[config.mk]
export PLATFORM = sky130hd
export DESIGN_NAME = pcileech_board_ctl_flat
export DESIGN_NICKNAME = d
export VERILOG_FILES = /design/src/rtl/pcileech_board_ctl_if.sv /design/src/rtl/pcileech_board_ctl.sv /design/src/flat_wrapper.sv
export SDC_FILE = /design/constraint.sdc
export NUM_CORES = 1
export LEC_CHECK = 0
export BUFFER_PORTS_ARGS = -buffer_cell sky130_fd_sc_hd__buf_2
export CORE_ASPECT_RATIO = 0.75
export CORE_MARGIN = 2
export CORE_UTILIZATION = 45
export DETAILED_ROUTE_END_ITERATION = 8
export HOLD_SLACK_MARGIN = 0.02
export PLACE_DENSITY_LB_ADDON = 0.12
export SYNTH_ARGS = -nofsm -noshare
export SYNTH_HDL_FRONTEND = slang
export SYNTH_SLANG_ARGS = --single-unit
[constraint.sdc]
create_clock -name clk -period 13.1 [get_ports clk]
set_clock_uncertainty 0.2 [all_clocks]
set_input_delay 2.62 -clock clk [delete_from_list [all_inputs] [get_ports clk]]
set_output_delay 2.62 -clock clk [all_outputs]
set_load 0.02 [all_outputs]
[src/rtl/pcileech_board_ctl_if.sv]
`default_nettype none
// ============================================================================
// Module      : pcileech_board_ctl_if
// Description : Signal bundle between the board pads / PCILeech logic and the
//               board user-I/O controller.
//               slave  - the controller (consumes pads and LED controls).
//               master - the surrounding board logic.
//   btn_in      raw button pads (asynchronous)
//   btn_level   debounced pressed state, 1 = pressed
//   btn_press   1-cycle debounced press event
//   btn_release 1-cycle debounced release event
//   btn_long    1-cycle long-press event
//   rst_req     stretched reset request
//   led_mode    2 bits per LED: 00 off, 01 on, 10 activity, 11 blink
//   led_act     activity strobes (synchronous to clk)
//   led_invert  per-LED output inversion
//   led_out     LED drive
// Revision    : 1.0 - initial release
// ============================================================================
interface pcileech_board_ctl_if #(
    parameter int NUM_BTN = 2,
    parameter int NUM_LED = 2
);
    logic [NUM_BTN-1:0]   btn_in;
    logic [NUM_BTN-1:0]   btn_level;
    logic [NUM_BTN-1:0]   btn_press;
    logic [NUM_BTN-1:0]   btn_release;
    logic [NUM_BTN-1:0]   btn_long;
    logic                 rst_req;
    logic [2*NUM_LED-1:0] led_mode;
    logic [NUM_LED-1:0]   led_act;
    logic [NUM_LED-1:0]   led_invert;
    logic [NUM_LED-1:0]   led_out;

    modport slave (
        input  btn_in, led_mode, led_act, led_invert,
        output btn_level, btn_press, btn_release, btn_long, rst_req, led_out
    );

    modport master (
        output btn_in, led_mode, led_act, led_invert,
        input  btn_level, btn_press, btn_release, btn_long, rst_req, led_out
    );
endinterface
`default_nettype wire

[src/rtl/pcileech_board_ctl.sv]
`default_nettype none
// ============================================================================
// Module      : pcileech_board_ctl
// Description : Board-level user-I/O controller. Synchronises and debounces
//               NUM_BTN buttons (press/release/long-press events), raises a
//               stretched reset request on a long press of RST_BTN_IDX, and
//               drives NUM_LED LEDs in off/on/activity/blink modes with
//               per-LED inversion.
// Ports       : clk - system clock
//               rst - asynchronous active-high reset
//               bus - pcileech_board_ctl_if.slave (pads, events, LED controls)
// Revision    : 1.0 - initial release
// ============================================================================
module pcileech_board_ctl #(
    parameter int NUM_BTN            = 2,
    parameter int NUM_LED            = 2,
    parameter int BTN_ACTIVE_LOW     = 1,
    parameter int DEBOUNCE_CYCLES    = 1000000,
    parameter int LONGPRESS_CYCLES   = 200000000,
    parameter int RST_BTN_IDX        = 1,
    parameter int RST_PULSE_CYCLES   = 16,
    parameter int ACT_STRETCH_CYCLES = 5000000,
    parameter int BLINK_HALF_CYCLES  = 25000000
) (
    input  wire logic           clk,
    input  wire logic           rst,
    pcileech_board_ctl_if.slave bus
);

    localparam int c_DEB_W   = $clog2(DEBOUNCE_CYCLES + 1);
    localparam int c_HOLD_W  = $clog2(LONGPRESS_CYCLES + 1);
    localparam int c_RST_W   = $clog2(RST_PULSE_CYCLES + 1);
    localparam int c_ACT_W   = (ACT_STRETCH_CYCLES < 1) ? 1 : $clog2(ACT_STRETCH_CYCLES + 1);
    localparam int c_BLINK_W = (BLINK_HALF_CYCLES < 2) ? 1 : $clog2(BLINK_HALF_CYCLES);

    localparam logic [c_DEB_W-1:0]   c_DEB_LAST   = c_DEB_W'(DEBOUNCE_CYCLES - 1);
    localparam logic [c_HOLD_W-1:0]  c_HOLD_LAST  = c_HOLD_W'(LONGPRESS_CYCLES - 1);
    localparam logic [c_HOLD_W-1:0]  c_HOLD_MAX   = c_HOLD_W'(LONGPRESS_CYCLES);
    localparam logic [c_ACT_W-1:0]   c_ACT_LOAD   = c_ACT_W'(ACT_STRETCH_CYCLES);
    localparam logic [c_BLINK_W-1:0] c_BLINK_LAST = c_BLINK_W'(BLINK_HALF_CYCLES - 1);

    // Pad level that corresponds to "not pressed"
    localparam logic [NUM_BTN-1:0] c_BTN_IDLE = (BTN_ACTIVE_LOW != 0) ? '1 : '0;

    // ------------------------------------------------------------------
    // Button path
    // ------------------------------------------------------------------
    logic [NUM_BTN-1:0]  r_sync1;
    logic [NUM_BTN-1:0]  r_sync2;
    logic [NUM_BTN-1:0]  w_pressed;
    logic [NUM_BTN-1:0]  r_level;
    logic [NUM_BTN-1:0]  r_press;
    logic [NUM_BTN-1:0]  r_release;
    logic [NUM_BTN-1:0]  r_long;
    logic [c_DEB_W-1:0]  r_deb_cnt [NUM_BTN];
    logic [c_HOLD_W-1:0] r_hold_cnt [NUM_BTN];

    always_ff @(posedge clk or posedge rst) begin
        if (rst) begin
            r_sync1 <= c_BTN_IDLE;
            r_sync2 <= c_BTN_IDLE;
        end else begin
            r_sync1 <= bus.btn_in;
            r_sync2 <= r_sync1;
        end
    end

    assign w_pressed = (BTN_ACTIVE_LOW != 0) ? ~r_sync2 : r_sync2;

    // Debounce: the synced level must differ from the accepted level for
    // DEBOUNCE_CYCLES consecutive cycles before it is taken over. The
    // press/release events are produced in the same edge as the level flip.
    always_ff @(posedge clk or posedge rst) begin
        if (rst) begin
            r_level   <= '0;
            r_press   <= '0;
            r_release <= '0;
            for (int i = 0; i < NUM_BTN; i++) begin
                r_deb_cnt[i] <= '0;
            end
        end else begin
            r_press   <= '0;
            r_release <= '0;
            for (int i = 0; i < NUM_BTN; i++) begin
                if (w_pressed[i] == r_level[i]) begin
                    r_deb_cnt[i] <= '0;
                end else if (r_deb_cnt[i] == c_DEB_LAST) begin
                    r_deb_cnt[i] <= '0;
                    r_level[i]   <= w_pressed[i];
                    r_press[i]   <= w_pressed[i];
                    r_release[i] <= ~w_pressed[i];
                end else begin
                    r_deb_cnt[i] <= r_deb_cnt[i] + c_DEB_W'(1);
                end
            end
        end
    end

    // Hold counter saturates at LONGPRESS_CYCLES so the long event fires
    // exactly once per press, LONGPRESS_CYCLES cycles after the level rose.
    always_ff @(posedge clk or posedge rst) begin
        if (rst) begin
            r_long <= '0;
            for (int i = 0; i < NUM_BTN; i++) begin
                r_hold_cnt[i] <= '0;
            end
        end else begin
            for (int i = 0; i < NUM_BTN; i++) begin
                if (!r_level[i]) begin
                    r_hold_cnt[i] <= '0;
                end else if (r_hold_cnt[i] != c_HOLD_MAX) begin
                    r_hold_cnt[i] <= r_hold_cnt[i] + c_HOLD_W'(1);
                end
                r_long[i] <= r_level[i] && (r_hold_cnt[i] == c_HOLD_LAST);
            end
        end
    end

    // ------------------------------------------------------------------
    // Reset request
    // ------------------------------------------------------------------
    logic w_rst_active;

    generate
        if (RST_BTN_IDX < NUM_BTN) begin : g_rst
            logic [c_RST_W-1:0] r_rst_cnt;

            // A trigger arriving while the pulse is running is dropped, so
            // the pulse length never exceeds RST_PULSE_CYCLES.
            always_ff @(posedge clk or posedge rst) begin
                if (rst) begin
                    r_rst_cnt <= '0;
                end else if (r_rst_cnt != '0) begin
                    r_rst_cnt <= r_rst_cnt - c_RST_W'(1);
                end else if (r_long[RST_BTN_IDX]) begin
                    r_rst_cnt <= c_RST_W'(RST_PULSE_CYCLES);
                end
            end

            assign w_rst_active = (r_rst_cnt != '0);
        end else begin : g_no_rst
            assign w_rst_active = 1'b0;
        end
    endgenerate

    // ------------------------------------------------------------------
    // LED path
    // ------------------------------------------------------------------
    logic [c_BLINK_W-1:0] r_blink_cnt;
    logic                 r_blink_phase;
    logic [c_ACT_W-1:0]   r_act_cnt [NUM_LED];
    logic [NUM_LED-1:0]   w_act_on;
    logic [NUM_LED-1:0]   w_mode_val;
    logic [NUM_LED-1:0]   r_led;

    always_ff @(posedge clk or posedge rst) begin
        if (rst) begin
            r_blink_cnt   <= '0;
            r_blink_phase <= 1'b0;
        end else if (r_blink_cnt == c_BLINK_LAST) begin
            r_blink_cnt   <= '0;
            r_blink_phase <= ~r_blink_phase;
        end else begin
            r_blink_cnt <= r_blink_cnt + c_BLINK_W'(1);
        end
    end

    // A new strobe reloads the stretch even if a decrement was due.
    always_ff @(posedge clk or posedge rst) begin
        if (rst) begin
            for (int i = 0; i < NUM_LED; i++) begin
                r_act_cnt[i] <= '0;
            end
        end else begin
            for (int i = 0; i < NUM_LED; i++) begin
                if (bus.led_act[i]) begin
                    r_act_cnt[i] <= c_ACT_LOAD;
                end else if (r_act_cnt[i] != '0) begin
                    r_act_cnt[i] <= r_act_cnt[i] - c_ACT_W'(1);
                end
            end
        end
    end

    always_comb begin
        w_act_on   = '0;
        w_mode_val = '0;
        for (int i = 0; i < NUM_LED; i++) begin
            w_act_on[i] = bus.led_act[i] | (r_act_cnt[i] != '0);
            case (bus.led_mode[2*i +: 2])
                2'b00:   w_mode_val[i] = 1'b0;
                2'b01:   w_mode_val[i] = 1'b1;
                2'b10:   w_mode_val[i] = w_act_on[i];
                default: w_mode_val[i] = r_blink_phase;
            endcase
        end
    end

    always_ff @(posedge clk or posedge rst) begin
        if (rst) begin
            r_led <= '0;
        end else begin
            r_led <= w_mode_val ^ bus.led_invert;
        end
    end

    // ------------------------------------------------------------------
    // Outputs
    // ------------------------------------------------------------------
    assign bus.btn_level   = r_level;
    assign bus.btn_press   = r_press;
    assign bus.btn_release = r_release;
    assign bus.btn_long    = r_long;
    assign bus.rst_req     = w_rst_active;
    assign bus.led_out     = r_led;

endmodule
`default_nettype wire

[src/flat_wrapper.sv]
// flat-port wrapper written by rule: the top's interface ports become plain ports
module pcileech_board_ctl_flat 
#(
    parameter int NUM_BTN            = 2,
    parameter int NUM_LED            = 2,
    parameter int BTN_ACTIVE_LOW     = 1,
    parameter int DEBOUNCE_CYCLES    = 1000000,
    parameter int LONGPRESS_CYCLES   = 200000000,
    parameter int RST_BTN_IDX        = 1,
    parameter int RST_PULSE_CYCLES   = 16,
    parameter int ACT_STRETCH_CYCLES = 5000000,
    parameter int BLINK_HALF_CYCLES  = 25000000
)
  (clk, rst, bus_btn_in, bus_led_mode, bus_led_act, bus_led_invert, bus_btn_level, bus_btn_press, bus_btn_release, bus_btn_long, bus_rst_req, bus_led_out);
  pcileech_board_ctl_if #(.NUM_BTN(NUM_BTN), .NUM_LED(NUM_LED)) bus_i ();
  input  wire logic clk;
  input  wire logic rst;
  input wire logic [$bits(bus_i.btn_in)-1:0] bus_btn_in;
  input wire logic [$bits(bus_i.led_mode)-1:0] bus_led_mode;
  input wire logic [$bits(bus_i.led_act)-1:0] bus_led_act;
  input wire logic [$bits(bus_i.led_invert)-1:0] bus_led_invert;
  output wire logic [$bits(bus_i.btn_level)-1:0] bus_btn_level;
  output wire logic [$bits(bus_i.btn_press)-1:0] bus_btn_press;
  output wire logic [$bits(bus_i.btn_release)-1:0] bus_btn_release;
  output wire logic [$bits(bus_i.btn_long)-1:0] bus_btn_long;
  output wire logic [$bits(bus_i.rst_req)-1:0] bus_rst_req;
  output wire logic [$bits(bus_i.led_out)-1:0] bus_led_out;
  assign bus_i.btn_in = bus_btn_in;
  assign bus_i.led_mode = bus_led_mode;
  assign bus_i.led_act = bus_led_act;
  assign bus_i.led_invert = bus_led_invert;
  assign bus_btn_level = bus_i.btn_level;
  assign bus_btn_press = bus_i.btn_press;
  assign bus_btn_release = bus_i.btn_release;
  assign bus_btn_long = bus_i.btn_long;
  assign bus_rst_req = bus_i.rst_req;
  assign bus_led_out = bus_i.led_out;
  pcileech_board_ctl #(.NUM_BTN(NUM_BTN), .NUM_LED(NUM_LED), .BTN_ACTIVE_LOW(BTN_ACTIVE_LOW), .DEBOUNCE_CYCLES(DEBOUNCE_CYCLES), .LONGPRESS_CYCLES(LONGPRESS_CYCLES), .RST_BTN_IDX(RST_BTN_IDX), .RST_PULSE_CYCLES(RST_PULSE_CYCLES), .ACT_STRETCH_CYCLES(ACT_STRETCH_CYCLES), .BLINK_HALF_CYCLES(BLINK_HALF_CYCLES)) u_core (.clk(clk), .rst(rst), .bus(bus_i));
endmodule
==> results.md <==
* Outcome: completed
* Crit path arrival time at 1.83 ns
* Final Setup Violations at 0
* R2R setup slack at 10.23 ns
* Initial DRT Pass Iterations at 5
* Rel. slew slack at 0.211
* CP Cell Sequence: inv_1 -> ha_1 -> nand2b_1 -> nor3_1 -> inv_1 -> buf_2
* Initial DRC Count at 378
* Achievable frequency at 0.215 GHz
* CTS buffer count at 17
* Number of antenna violations at the first check in global routing at 0
* Layout area overhead at 10.0%
* Number of global-route vias before repair at 6,218
* Worst-Skew Late Latency at 0.44 ns
* Cell area after synthesis at 9170 um2
* Placed cell area at 9550 um2
* Element type at the critical path start: register
* Critical path class: register to primary output
* # IOs at 23
* Worst Max-Slew Pin Slew at 1.18 ns
* Multi-input gate area at 4310 um2
* Yosys warns at 0
* Slew Viols, Final at 0
* HPWL after detailed placement at 10.9 mm
* Longest Clk Path Bufs at 2
* CTS root buf: clkbuf_16
* Placeable Area at 20,100 um2
* Crit path time final at 4.65 ns
* Max incr delay on CP at 0.39 ns
* Yosys cell types at 60
* Final net count at 974
* Die area at 21,600 um2
* Syn Nets at 952
* Pwr/cell area at 114 nW/um2
* Diode count at 0
* RSZ-0062 raised after global routing: false
* Async S/R FF share, synth at 1.00
* Placer Congestion at 0.777
* Cells after synthesis at 930
* Postcts setup bufs at 0
* Worst Setup End Kind: primary output
* Max-Cap Viols at 0
* Worst hold path type: register to register
* Placed Instances at 1,191
* Syn_area_per_cell at 9.86 um2
* Total clock sinks at 187
* Via Count at 6,421
* Layout Cells excl Fill at 1,223
* GR Overflow Total at 0
* H-tree Lvls at 4
* Post-route clock period utilization at 0.355
* Port Buffers at 22
* Synth top area share at 0.499
* Post-DR vias/cell at 5.25
* Top cells by area, synth: dfrtp_1, xor2_1, nor2_1, xnor2_1, nand4_1
* Drt drc at 0
* Global Route Usage Sum at 0.169
* Fraction of layout cells with a size suffix above 1 at 0.0902
* Drt wl/cell at 13.7 um
* #FFs+latches synth at 187
* Sequential element share of the synthesized area at 0.511
* Sum Neg Setup Slack at 0 ns
* Post-synth EDFFs at 0
* Crit-path slowest cell: dfrtp_1
* Worst Path Max Fanout at 5
* Buf+Inv Stages, Crit Path at 3
* Pin count of the biggest net entering global routing at 115
* Yosys top cell by area: dfrtp_1
* Global-route wire length before repair at 29.8 mm
* Filler cell count at 1,874
* Most common cell on crit path: inv_1
* Final ANT Viol Nets at 0
* PostCTS Resize Cnt at 0
* Row count at 45
* Initial Util at 0.456
* Die height at 128 um
* Sequential cell area at 4680 um2
* Final wirelength at 16.8 mm
* TritonCTS clock tree: built
* Final Util at 0.502
* Fin. Hold Viols at 0
* CP required at 10.28 ns
* Peak supply drop at 0.0842 mV
* Final Cell Area at 10,100 um2
* Top Family by Delay on Critical Path: simple AND/OR/NAND/NOR gates
* Worst-path clk slew at 0.08 ns
* Chip Width at 169 um
* Top FF cell, synth: dfrtp_1
* Leak Pwr at 0.00408 uW
* Hold-fix buffers, CTS at 0
==> routing by layer <==
layer,track usage,part of all wire
met4,0.0548,0.014
met2,0.252,0.42
met5,0,0
met1,0.248,0.55
met3,0.0333,0.023
==> final timing paths <==
| path | from | endpoint | depth (start not counted) |
|---|---|---|---|
| max in group asynchronous | rst | u_core.r_blink_cnt[15] | 3 |
| hold / removal | u_core.r_sync1[0] | u_core.r_sync2[0] | 0 |
| setup / recovery | u_core.g_rst.r_rst_cnt[0] | bus_rst_req | 6 |
| setup reg to reg | u_core.r_act_cnt[17] | u_core.r_act_cnt[21] | 5 |
| min in group asynchronous | rst | u_core.r_act_cnt[23] | 2 |
| hold reg to reg | u_core.r_sync1[0] | u_core.r_sync2[0] | 0 |
==> cell usage after synthesis (14+ instances only) <==
| cell | count |
|---|---|
| nor3_1 | 30 |
| clkbuf_1 | 18 |
| nand4_1 | 42 |
| a21oi_1 | 17 |
| dfrtp_1 | 183 |
| xnor2_1 | 45 |
| nor2_1 | 161 |
| xor2_1 | 89 |
| o21ai_0 | 20 |
| and3_1 | 14 |
| nor4_1 | 25 |
| nand2_1 | 55 |
| nand2b_1 | 17 |
| inv_1 | 19 |
| or3_1 | 20 |
| nand3_1 | 48 |
| and4_1 | 16 |
==> cell families after synthesis <==
logic type,share of synthesized area
AO/OA/AOI/OAI,0.0430
XOR/XNOR,0.128
adder cells (fa/ha/maj),0.0136
buffers and inverters,0.0200
flip-flops,0.511
multiplexers,0.00887
AND/OR/NAND/NOR,0.276
==> state kept, by name, indices dropped and copies added (netlist names) <==
register,count
u_core.r_blink_phase,1
u_core.bus.btn_level,2
u_core.r_blink_cnt,25
u_core.r_hold_cnt,56
u_core.bus.led_out,2
u_core.r_sync2,2
u_core.r_sync1,2
u_core.bus.btn_long,2
u_core.r_act_cnt,46
u_core.bus.btn_press,2
u_core.bus.btn_release,2
u_core.r_deb_cnt,40
u_core.g_rst.r_rst_cnt,5
==> layout make-up <==
| class | instances | share of cell area |
|---|---|---|
| Multi-Input combinational cell | 698 | 0.426 |
| Clock buffer | 19 | 0.0439 |
| Timing Repair Buffer | 27 | 0.0146 |
| Clock inverter | 13 | 0.0104 |
| Tap cell | 258 | 0.0320 |
| Sequential cell | 187 | 0.464 |
| Inverter | 21 | 0.00855 |
==> report_power, final <==
part / switching (uW) / internal, uW / leakage, uW / total [uW]
sequential: 12.2 / 589 / 0.00248 / 601
clock: 238 / 253 / 0.000269 / 492
combinational: 34.8 / 20.4 / 0.00132 / 55.2
total: 285 / 862 / 0.00408 / 1150
==> stage by stage <==
stage	power, uW	hold slack [ns]	worst slack (ns)
5_1_grt	1200	0.162	8.22
3_3_place_gp	668	0.147	8.56
6_report	1150	0.154	8.45
3_5_place_dp	669	0.147	8.56
2_1_floorplan	654	0.145	5.20
4_1_cts	1170	0.158	8.45
==> placed cells by master, fill, tap and decap left out, drive strengths merged, types with 11 or more instances in the layout <==
cell / netlist / final
nand4: 42 / 42
nor3: 31 / 31
or3: 20 / 20
buf: 6 / 27
nand3: 48 / 48
and3: 15 / 15
xnor2: 45 / 45
clkbuf: 18 / 19
nor2: 161 / 161
and4: 16 / 16
dfrtp: 183 / 183
a21oi: 17 / 17
o21ai: 22 / 22
nor4: 26 / 26
xor2: 89 / 89
nand2b: 17 / 17
or4: 11 / 11
nand2: 55 / 55
inv: 19 / 27
==> worst register-to-register path: cells and delay by family (launching register included) <==
family / cells / cell delay (ns)
AOI/OAI and AO/OA: 3 / 1.10
DFF: 1 / 0.44
and+or+nand+nor: 2 / 1.07
Power figures use the tool's default switching activity.
